===== src/rtl/pipeline_pkg.sv =====
// Shared pipeline definitions: hazard sequencer states, register-zero index
// and the NOP that IF/ID loads when its flush control is asserted.
package pipeline_pkg;

  typedef enum logic [1:0] {
    RUN        = 2'd0,
    LOAD_STALL = 2'd1,
    REDIRECT   = 2'd2,
    MEM_WAIT   = 2'd3
  } hz_state_t;

  localparam logic [4:0]  REG_ZERO = 5'd0;

  // addi x0, x0, 0
  localparam logic [31:0] NOP_INSN = 32'h0000_0013;

endpackage


===== src/rtl/pipeline_hazard_ctrl_hazard_detect.sv =====
// Load-use hazard compare between the ID source operands and a load in EX.
// Purely combinational so a forwarding unit can reuse the same match logic.
module hazard_detect
  import pipeline_pkg::*;
(
  input  logic [4:0] Ra_ID,
  input  logic [4:0] Rb_ID,
  input  logic       UseRa_ID,
  input  logic       UseRb_ID,
  input  logic [4:0] Rd_EX,
  input  logic       MemRead_EX,
  output logic       load_use
);

  logic match_a;
  logic match_b;

  assign match_a  = UseRa_ID && (Ra_ID == Rd_EX);
  assign match_b  = UseRb_ID && (Rb_ID == Rd_EX);
  // x0 is hardwired to zero, so a load targeting it never produces a hazard
  assign load_use = MemRead_EX && (Rd_EX != REG_ZERO) && (match_a || match_b);

endmodule


===== src/rtl/pipeline_hazard_ctrl.sv =====
// Stall/flush sequencer for the 5-stage pipeline; state advances on the falling
// clock edge. Define HAZARD_PERF_CNT_EN to add the Stall_cnt/Flush_cnt counters.
module pipeline_hazard_ctrl
  import pipeline_pkg::*;
#(
  parameter int FLUSH_CYCLES = 1,
  parameter int MEM_TIMEOUT  = 64
) (
  input  logic        CLK,
  input  logic        Reset,
  input  logic [4:0]  Ra_ID,
  input  logic [4:0]  Rb_ID,
  input  logic        UseRa_ID,
  input  logic        UseRb_ID,
  input  logic [4:0]  Rd_EX,
  input  logic        MemRead_EX,
  input  logic        Redirect_EX,
  input  logic        Mem_busy,
  output logic        PC_Write,
  output logic        IF_ID_Write,
  output logic        IF_ID_Flush,
  output logic        ID_EX_Write,
  output logic        ID_EX_Flush,
  output logic        EX_MEM_Write,
  output logic        Mem_timeout
`ifdef HAZARD_PERF_CNT_EN
  ,
  output logic [31:0] Stall_cnt,
  output logic [31:0] Flush_cnt
`endif
);

  localparam logic [2:0] FLUSH_RELOAD = 3'(FLUSH_CYCLES - 1);
  localparam logic [7:0] TIMEOUT_LIM  = 8'(MEM_TIMEOUT);
  localparam bit         MULTI_FLUSH  = (FLUSH_CYCLES > 1);

  function automatic logic [7:0] sat_inc8(input logic [7:0] v);
    return (v == 8'hFF) ? v : v + 8'd1;
  endfunction

  hz_state_t  state, state_nxt;
  logic [2:0] flush_cnt, flush_cnt_nxt;
  logic [7:0] busy_cnt, busy_cnt_nxt;
  logic       timeout_q, timeout_nxt;
  logic       load_use;
  logic       stall_evt;
  logic       redir_evt;

  hazard_detect u_hazard_detect (
    .Ra_ID      (Ra_ID),
    .Rb_ID      (Rb_ID),
    .UseRa_ID   (UseRa_ID),
    .UseRb_ID   (UseRb_ID),
    .Rd_EX      (Rd_EX),
    .MemRead_EX (MemRead_EX),
    .load_use   (load_use)
  );

  always_ff @(negedge CLK or posedge Reset) begin
    if (Reset) begin
      state     <= RUN;
      flush_cnt <= '0;
      busy_cnt  <= '0;
      timeout_q <= 1'b0;
    end else begin
      state     <= state_nxt;
      flush_cnt <= flush_cnt_nxt;
      busy_cnt  <= busy_cnt_nxt;
      timeout_q <= timeout_nxt;
    end
  end

  always_comb begin
    state_nxt     = state;
    flush_cnt_nxt = flush_cnt;
    busy_cnt_nxt  = busy_cnt;
    timeout_nxt   = timeout_q;
    stall_evt     = 1'b0;
    redir_evt     = 1'b0;
    PC_Write      = 1'b1;
    IF_ID_Write   = 1'b1;
    IF_ID_Flush   = 1'b0;
    ID_EX_Write   = 1'b1;
    ID_EX_Flush   = 1'b0;
    EX_MEM_Write  = 1'b1;
    Mem_timeout   = timeout_q;

    if (Reset) begin
      PC_Write     = 1'b0;
      IF_ID_Write  = 1'b0;
      IF_ID_Flush  = 1'b1;
      ID_EX_Write  = 1'b0;
      ID_EX_Flush  = 1'b1;
      EX_MEM_Write = 1'b0;
    end else if (Mem_busy) begin
      // Freeze everything; pending redirect/load-use is re-presented by the
      // frozen registers once the memory is ready again.
      PC_Write      = 1'b0;
      IF_ID_Write   = 1'b0;
      ID_EX_Write   = 1'b0;
      EX_MEM_Write  = 1'b0;
      state_nxt     = MEM_WAIT;
      flush_cnt_nxt = '0;
      busy_cnt_nxt  = sat_inc8(busy_cnt);
      stall_evt     = 1'b1;
      if (busy_cnt_nxt >= TIMEOUT_LIM) begin
        timeout_nxt = 1'b1;
      end
    end else begin
      busy_cnt_nxt = '0;
      state_nxt    = RUN;
      if (Redirect_EX) begin
        IF_ID_Flush = 1'b1;
        ID_EX_Flush = 1'b1;
        PC_Write    = 1'b1;
        redir_evt   = 1'b1;
        if (MULTI_FLUSH) begin
          state_nxt     = REDIRECT;
          flush_cnt_nxt = FLUSH_RELOAD;
        end else begin
          flush_cnt_nxt = '0;
        end
      end else if (state == REDIRECT) begin
        // IF/ID holds a NOP here, so load-use is not evaluated
        IF_ID_Flush   = (flush_cnt != 3'd0);
        flush_cnt_nxt = (flush_cnt != 3'd0) ? flush_cnt - 3'd1 : 3'd0;
        state_nxt     = (flush_cnt > 3'd1) ? REDIRECT : RUN;
      end else if ((state != LOAD_STALL) && load_use) begin
        PC_Write    = 1'b0;
        IF_ID_Write = 1'b0;
        ID_EX_Flush = 1'b1;
        state_nxt   = LOAD_STALL;
        stall_evt   = 1'b1;
      end
    end
  end

`ifdef HAZARD_PERF_CNT_EN
  always_ff @(negedge CLK or posedge Reset) begin
    if (Reset) begin
      Stall_cnt <= '0;
      Flush_cnt <= '0;
    end else begin
      if (stall_evt) Stall_cnt <= Stall_cnt + 32'd1;
      if (redir_evt) Flush_cnt <= Flush_cnt + 32'd1;
    end
  end
`else
  logic unused_perf_evt;
  assign unused_perf_evt = stall_evt ^ redir_evt;
`endif

endmodule


===== config.mk =====
export PLATFORM = sky130hd
export DESIGN_NAME = pipeline_hazard_ctrl
export DESIGN_NICKNAME = d
export VERILOG_FILES = /design/src/rtl/pipeline_pkg.sv /design/src/rtl/pipeline_hazard_ctrl_hazard_detect.sv /design/src/rtl/pipeline_hazard_ctrl.sv
export SDC_FILE = /design/constraint.sdc
export NUM_CORES = 1
export LEC_CHECK = 0
export ABC_AREA = 1
export BUFFER_PORTS_ARGS = -buffer_cell sky130_fd_sc_hd__buf_2
export CELL_PAD_IN_SITES_DETAIL_PLACEMENT = 1
export CELL_PAD_IN_SITES_GLOBAL_PLACEMENT = 1
export CORE_MARGIN = 2
export CORE_UTILIZATION = 30
export DETAILED_ROUTE_END_ITERATION = 10
export PLACE_DENSITY = 0.7
export SKIP_CTS_REPAIR_TIMING = 1
export SLEW_MARGIN = 10
export SYNTH_ARGS = -nofsm -noshare
export SYNTH_HDL_FRONTEND = slang
export SYNTH_SLANG_ARGS = --single-unit
export TNS_END_PERCENT = 5

===== constraint.sdc =====
create_clock -name CLK -period 1.33 [get_ports CLK]
set_clock_uncertainty 0.1 [all_clocks]
set_input_delay 0.133 -clock CLK [delete_from_list [all_inputs] [get_ports CLK]]
set_output_delay 0.133 -clock CLK [all_outputs]
set_load 0.1 [all_outputs]

==> flow_summary_export.csv, run 1 <==
group,metric,value,unit
grt,track_usage,17.7,%
pwr,pwr-share-clk,18.6,%
pwr,switching_share,39.0,%
pwr,ir_worst_vdd,0.546,mV
floorplan,core-area,3420,µm²
cts,path_clk_slew,0.06,ns
pwr,p_switching,517,µW
pwr,finalPower,1.33,mW
floorplan,dieArea,4170,µm²
floorplan,rows,21,
final_layout,drive_gt1_share,41.4,%
synth,synth_nets,191,
pwr,p_per_area,791,nW/µm²
synth,async_flop_share,100,%
synth,ys.flop_type,"dfrtn_1",
grt,grt_pass1_wl,5.89,mm
floorplan,ios,29,
final_layout,final_nets,247,
cts,cts.sinks,14,
final_layout,final_util,49.1,%
grt,grt_overflow,0,
grt,grt_pass1_vias,1357,
timing,setup_violations,17,
worst_setup_path,startpoint_type,"flop",
worst_setup_path,worstPathMaxFanout,3,
detailed_routing,drtIter0Drc,16,
cts,cts_tree,"done",
pwr,p_comb_share,43.9,%
detailed_routing,ant_nets,0,
timing,relSlewSlack,79.0,%
worst_setup_path,cp_data_required_time,1.10,ns
synth,syn_inst,166,
worst_setup_path,end_kind,"primary output",
timing,final_max_slew_viol_count,0,
pwr,p_int,809,µW
final_layout,fin_cells,266,
worst_setup_path,crit_start,"state[0]",
timing,timing.hold.ws,0.366,ns
flow_run,maxCapViolations,0,
floorplan,die_x,64.5,µm
floorplan,dieHeight,64.5,µm
timing,hold_violations,0,
cts,clk_path_buf_depth,2,
worst_setup_path,crit-reg2reg-launch,"busy_cnt[0]",
grt,antenna_found_initial,0,
place,dp_hpwl,2.77,mm
detailed_routing,wire_per_inst,12.8,µm
detailed_routing,dr.pass1.iters,4,
pwr,seqPwrFrac,37.6,%
synth,synth_top_area_share,31.9,%
final_layout,areaGrowthSynthToFinish,52.6,%
timing,worstMarginPinSlew,0.313,ns
worst_setup_path,crit_type,"flop to primary output",
floorplan,initial_core_util,32.2,%
timing,worst_slack,-1.14,ns
pwr,p_leak,0.922,nW
detailed_routing,via_count,1228,
final_layout,diodes,0,
synth,syn_area_per_cell,6.63,µm²
detailed_routing,drc,0,
synth,synth_edf_count,0,
cts,insertion_delay,0.28,ns
timing,grt_setup_unrepaired,"yes",
min_path,hp-class,"primary input to asynchronous set/reset pin",
synth,ys_ff_latch,14,
grt,grt_max_degree,13,
cts,cts_inserted_buffers,3,
synth,yosys.area.top_type,"dfrtn_1",
place,gp_congestion,0.830,
place,portBuffers,28,
cts,cts_root_buf,"clkbuf_4",
status,status,"finished, violations left",
synth,synth_cell_type_count,32,
synth,syn_area,1100,µm²
cts,htree_levels,1,
detailed_routing,viasPerCell,4.62,
synth,ys_seq_area_share,31.9,%
place,dp_cells,261,
status,violations,"negative setup slack",
synth,yosys_warnings,0,
detailed_routing,drt_wl_total,3.41,mm
synth,synth_top_cells_by_area,"dfrtn_1 (32%), nand2_1 (16%), inv_1 (10%), nor2_1 (7.2%), nand3_1 (3.6%)",
worst_setup_path,arrival,2.24,ns
place,place_ws,-0.938,ns
-- critical path, stage by stage, from the launching register on --
cell and delay (ns):
dfrtn_1 0.44, or2_4 0.16, nand3_4 0.07, nor2_4 0.11, nand3_2 0.11, nand2_2 0.10, clkinvlp_4 0.12, buf_12 0.18
-- power groups by stage --
stage,combinational [mW],clock [mW],sequential [mW]
after floorplan,0.267,0,0.550
after global placement,0.528,0,0.502
after detailed placement,0.551,0,0.506
after CTS,0.555,0.254,0.498
after global routing,0.630,0.269,0.505
final,0.582,0.246,0.498
-- area by class of cell --
class                   count  area [µm²]
multi-input cells         112         656
clock buffers               3        22.5
repair buffers             53         437
flip-flops and latches     14         350
fillers                   451        1740
well taps                  46        57.6
inverters                  38         155
-- per-layer routing --
layer | up-vias | wire length (µm) | share of wire (%) | track usage [%]
met2 | 22 | 1800 | 53 | 31.9
met5 | - | 0 | 0 | 0
met4 | 0 | 37 | 1.1 | 4.79
li1 | 615 | - | - | -
met3 | 5 | 112 | 3.3 | 2.26
met1 | 586 | 1470 | 43 | 22.2
-- stage by stage --
step                TNS, ns  cell area, µm²
floorplan            -11.17            1130
global placement      -7.76            1580
detailed placement    -8.49            1580
CTS                   -7.33            1600
global route          -7.95            1680
finish                -6.43            1680
-- synthesized netlist by cell type (2+ instances only) --
master	n
ha_1	3
o211ai_1	2
inv_1	30
nand3_1	8
inv_2	5
o21ai_1	2
o21ai_0	3
a21oi_1	4
buf_4	2
nand2_1	46
nand2_2	3
dfrtn_1	14
nor3_1	3
nor2_1	21
o22ai_1	3
-- cells by family (layout without fill, tap and decap cells) --
family	Yosys count	in the layout	share of synthesized area (%)
DFF	14	14	31.9
buffers and inverters	40	94	15.1
adders and majority gates	3	3	3.41
and+or+nand+nor	91	91	39.6
xor gates and xnor gates	1	1	0.797
AOI/OAI and AO/OA	17	17	9.22
-- registers in the layout, summed over array words and instances, names as in the netlist --
signal       flops
busy_cnt         8
flush_cnt        3
state            2
Mem_timeout      1
-- cell usage in the layout, fill, tap and decap left out, types with 2 or more instances in the layout --
cell type,count
nor3_1,2
buf_12,7
clkbuf_4,3
o22ai_1,3
ha_1,2
buf_2,21
inv_1,27
nand2_1,43
nand3_2,3
dfrtn_1,14
a21oi_1,2
nor2_1,20
nor2_4,2
a21oi_2,2
o21ai_1,3
nand2_2,6
o211ai_1,2
buf_4,24
inv_2,7
nand3_1,5
-- worst paths after layout --
path | end | slack [ns] | depth (start not counted)
worst max-delay path | PC_Write | -1.14 | 7
worst min-delay path | state[0] | 0.37 | 3
worst max register to register | busy_cnt[4] | -0.19 | 10
worst min register to register | Mem_timeout | 0.38 | 1
max in group asynchronous | busy_cnt[5] | 0.41 | 4
min in group CLK | Mem_timeout | 0.38 | 1
Power figures use the tool's default switching activity.
==> run 2: changes to the inputs <==
--- a/config.mk
+++ b/config.mk
@@ -9,11 +9,13 @@
 export BUFFER_PORTS_ARGS = -buffer_cell sky130_fd_sc_hd__buf_2
 export CELL_PAD_IN_SITES_DETAIL_PLACEMENT = 1
 export CELL_PAD_IN_SITES_GLOBAL_PLACEMENT = 1
+export CORE_ASPECT_RATIO = 1.75
 export CORE_MARGIN = 2
 export CORE_UTILIZATION = 30
 export DETAILED_ROUTE_END_ITERATION = 10
 export PLACE_DENSITY = 0.7
 export SKIP_CTS_REPAIR_TIMING = 1
+export SKIP_LAST_GASP = 1
 export SLEW_MARGIN = 10
 export SYNTH_ARGS = -nofsm -noshare
 export SYNTH_HDL_FRONTEND = slang
==> run 2 against run 1 <==
Compared with the run above: the flow still finishes with violations (negative setup slack); flip-flop and latch count did not move; non-clock buffer count fell by 2; largest power group unchanged; global-route usage rose by 0.63 points.
==> flow_summary_export.csv, run 2 (synthesis gave the netlist of run 1 again) <==
group,metric,value,unit
status,status,"finished, violations left",
status,violations,"negative setup slack",
floorplan,die_x,49.8,µm
final_layout,final_cell_mix,"nand2_1 (44), inv_1 (28), buf_4 (23)",
worst_setup_path,slowest_stage,"dfrtn_1",
detailed_routing,drc,0,
timing,grt_setup_unrepaired,"yes",
floorplan,core-area,3560,µm²
final_layout,drive_gt1_share,37.9,%
pwr,p_per_area,897,nW/µm²
timing,final_max_slew_viol_count,0,
detailed_routing,wire_per_inst,13.0,µm
grt,grt_pass1_wl,5.97,mm
floorplan,rows,29,
worst_setup_path,startpoint_type,"flop",
timing,relSlewSlack,73.0,%
place,place_ws,-0.898,ns
cts,cts_inserted_buffers,3,
place,gp_congestion,0.745,
worst_setup_path,r2r_end,"busy_cnt[4]",
worst_setup_path,ff2ff_path_depth,10,
final_layout,largest_reg_flops,8,
final_layout,final_nets,245,
grt,grt_overflow,0,
cts,cts_root_buf,"clkbuf_8",
worst_setup_path,arrival,2.24,ns
timing,worst_slack,-1.14,ns
timing,worstMarginPinSlew,0.401,ns
timing,hold_violations,0,
floorplan,ios,29,
grt,track_usage,18.4,%
worst_setup_path,worstPathMaxFanout,3,
pwr,p_leak,0.922,nW
worst_setup_path,crit_family,"buffers and inverters",
detailed_routing,ant_nets,0,
detailed_routing,drtIter0Drc,11,
worst_setup_path,cp_num_buf_inv,4,
pwr,finalPower,1.49,mW
detailed_routing,drt_wl_total,3.46,mm
flow_run,maxCapViolations,0,
detailed_routing,dr.pass1.iters,4,
place,placed_area,1560,µm²
detailed_routing,viasPerCell,4.57,
worst_setup_path,crit_type,"flop to primary output",
worst_setup_path,crit_chain,"inv_1 -> or2_1 -> buf_4 -> inv_2 -> nand2_2 -> a21oi_4 -> buf_12",
floorplan,dieHeight,84.1,µm
final_layout,layout_commonest_cell,"nand2_1",
timing,finalSetupTns,-7.28,ns
floorplan,initial_core_util,30.9,%
place,portBuffers,28,
cts,cts_tree,"done",
worst_setup_path,crit-reg2reg-launch,"busy_cnt[0]",
timing,setup_violations,19,
final_layout,top_register,"busy_cnt",
pwr,ir_worst_vdd,0.634,mV
cts,insertion_delay,0.26,ns
worst_setup_path,end_kind,"primary output",
cts,htree_levels,1,
detailed_routing,via_count,1210,
cts,clk_path_buf_depth,2,
worst_setup_path,cp_data_required_time,1.10,ns
cts,cts.sinks,14,
worst_setup_path,reg2reg_slack,-0.22,ns
floorplan,dieArea,4190,µm²
min_path,hp-class,"primary input to asynchronous set/reset pin",
final_layout,diodes,0,
final_layout,design_area,1660,µm²
place,dp_hpwl,3.03,mm
worst_setup_path,max_stage_delay,0.38,ns
final_layout,largestRegisters,"busy_cnt (8), flush_cnt (3), state (2)",
grt,antenna_found_initial,0,
final_layout,areaGrowthSynthToFinish,50.6,%
grt,grt_max_degree,11,
grt,grt_pass1_vias,1441,
cts,path_clk_slew,0.04,ns
run 2: changes by cell type in the layout (fill, tap and decap cells not counted), sizes merged:
cell and change:
clkbuf +1, buf -2
run 2: cell type report:
cell class,instances,area (µm²)
Tap cell,46,57.6
Timing Repair Buffer,51,418
Fill cell,473,1900
Sequential cell,14,350
Inverter,38,155
Clock buffer,4,55.1
Multi-Input combinational cell,112,621
run 2: worst register-to-register path, stage by stage (launching register included):
cell and delay, ns:
dfrtn_1 0.42, ha_1 0.18, inv_2 0.07, nor2_8 0.13, nand4_4 0.09, nand2_4 0.13, inv_4 0.06, nand2_2 0.06
nand2_1 0.05, nand2_1 0.07, nor2_2 0.04
run 2: stage by stage:
step / hold WS, ns / cells / util, %
after global placement: 0.370 / 259 / 44.0
after CTS: 0.391 / 263 / 45.5
after global routing: 0.408 / 265 / 46.6
after floorplan: 0.277 / 166 / -
after detailed placement: 0.402 / 259 / 44.0
final: 0.388 / 265 / 46.6
run 2: worst max path at each step:
| stage | from | to | slack (ns) | depth (start not counted) |
|---|---|---|---|---|
| after global routing | state[1] | IF_ID_Write | -1.22 | 8 |
| after detailed placement | state[0] | IF_ID_Write | -0.90 | 7 |
| after floorplan | state[0] | PC_Write | -1.26 | 7 |
| after global placement | state[0] | PC_Write | -0.84 | 7 |
| final | state[1] | IF_ID_Flush | -1.14 | 7 |
| after CTS | state[0] | IF_ID_Write | -1.24 | 7 |
run 2: where the power goes:
part | leakage [nW] | switching [mW] | internal (mW)
clock network | 0.0288 | 0.159 | 0.262
logic | 0.711 | 0.341 | 0.223
registers | 0.183 | 0.0286 | 0.471
run 2: per-layer routing:
layer	up-vias	track usage, %	part of all wire (%)
met5	-	0	0
met4	0	6.57	1.0
met3	4	1.97	3.5
met2	30	40.0	62
met1	568	15.3	34
li1	608	-	-
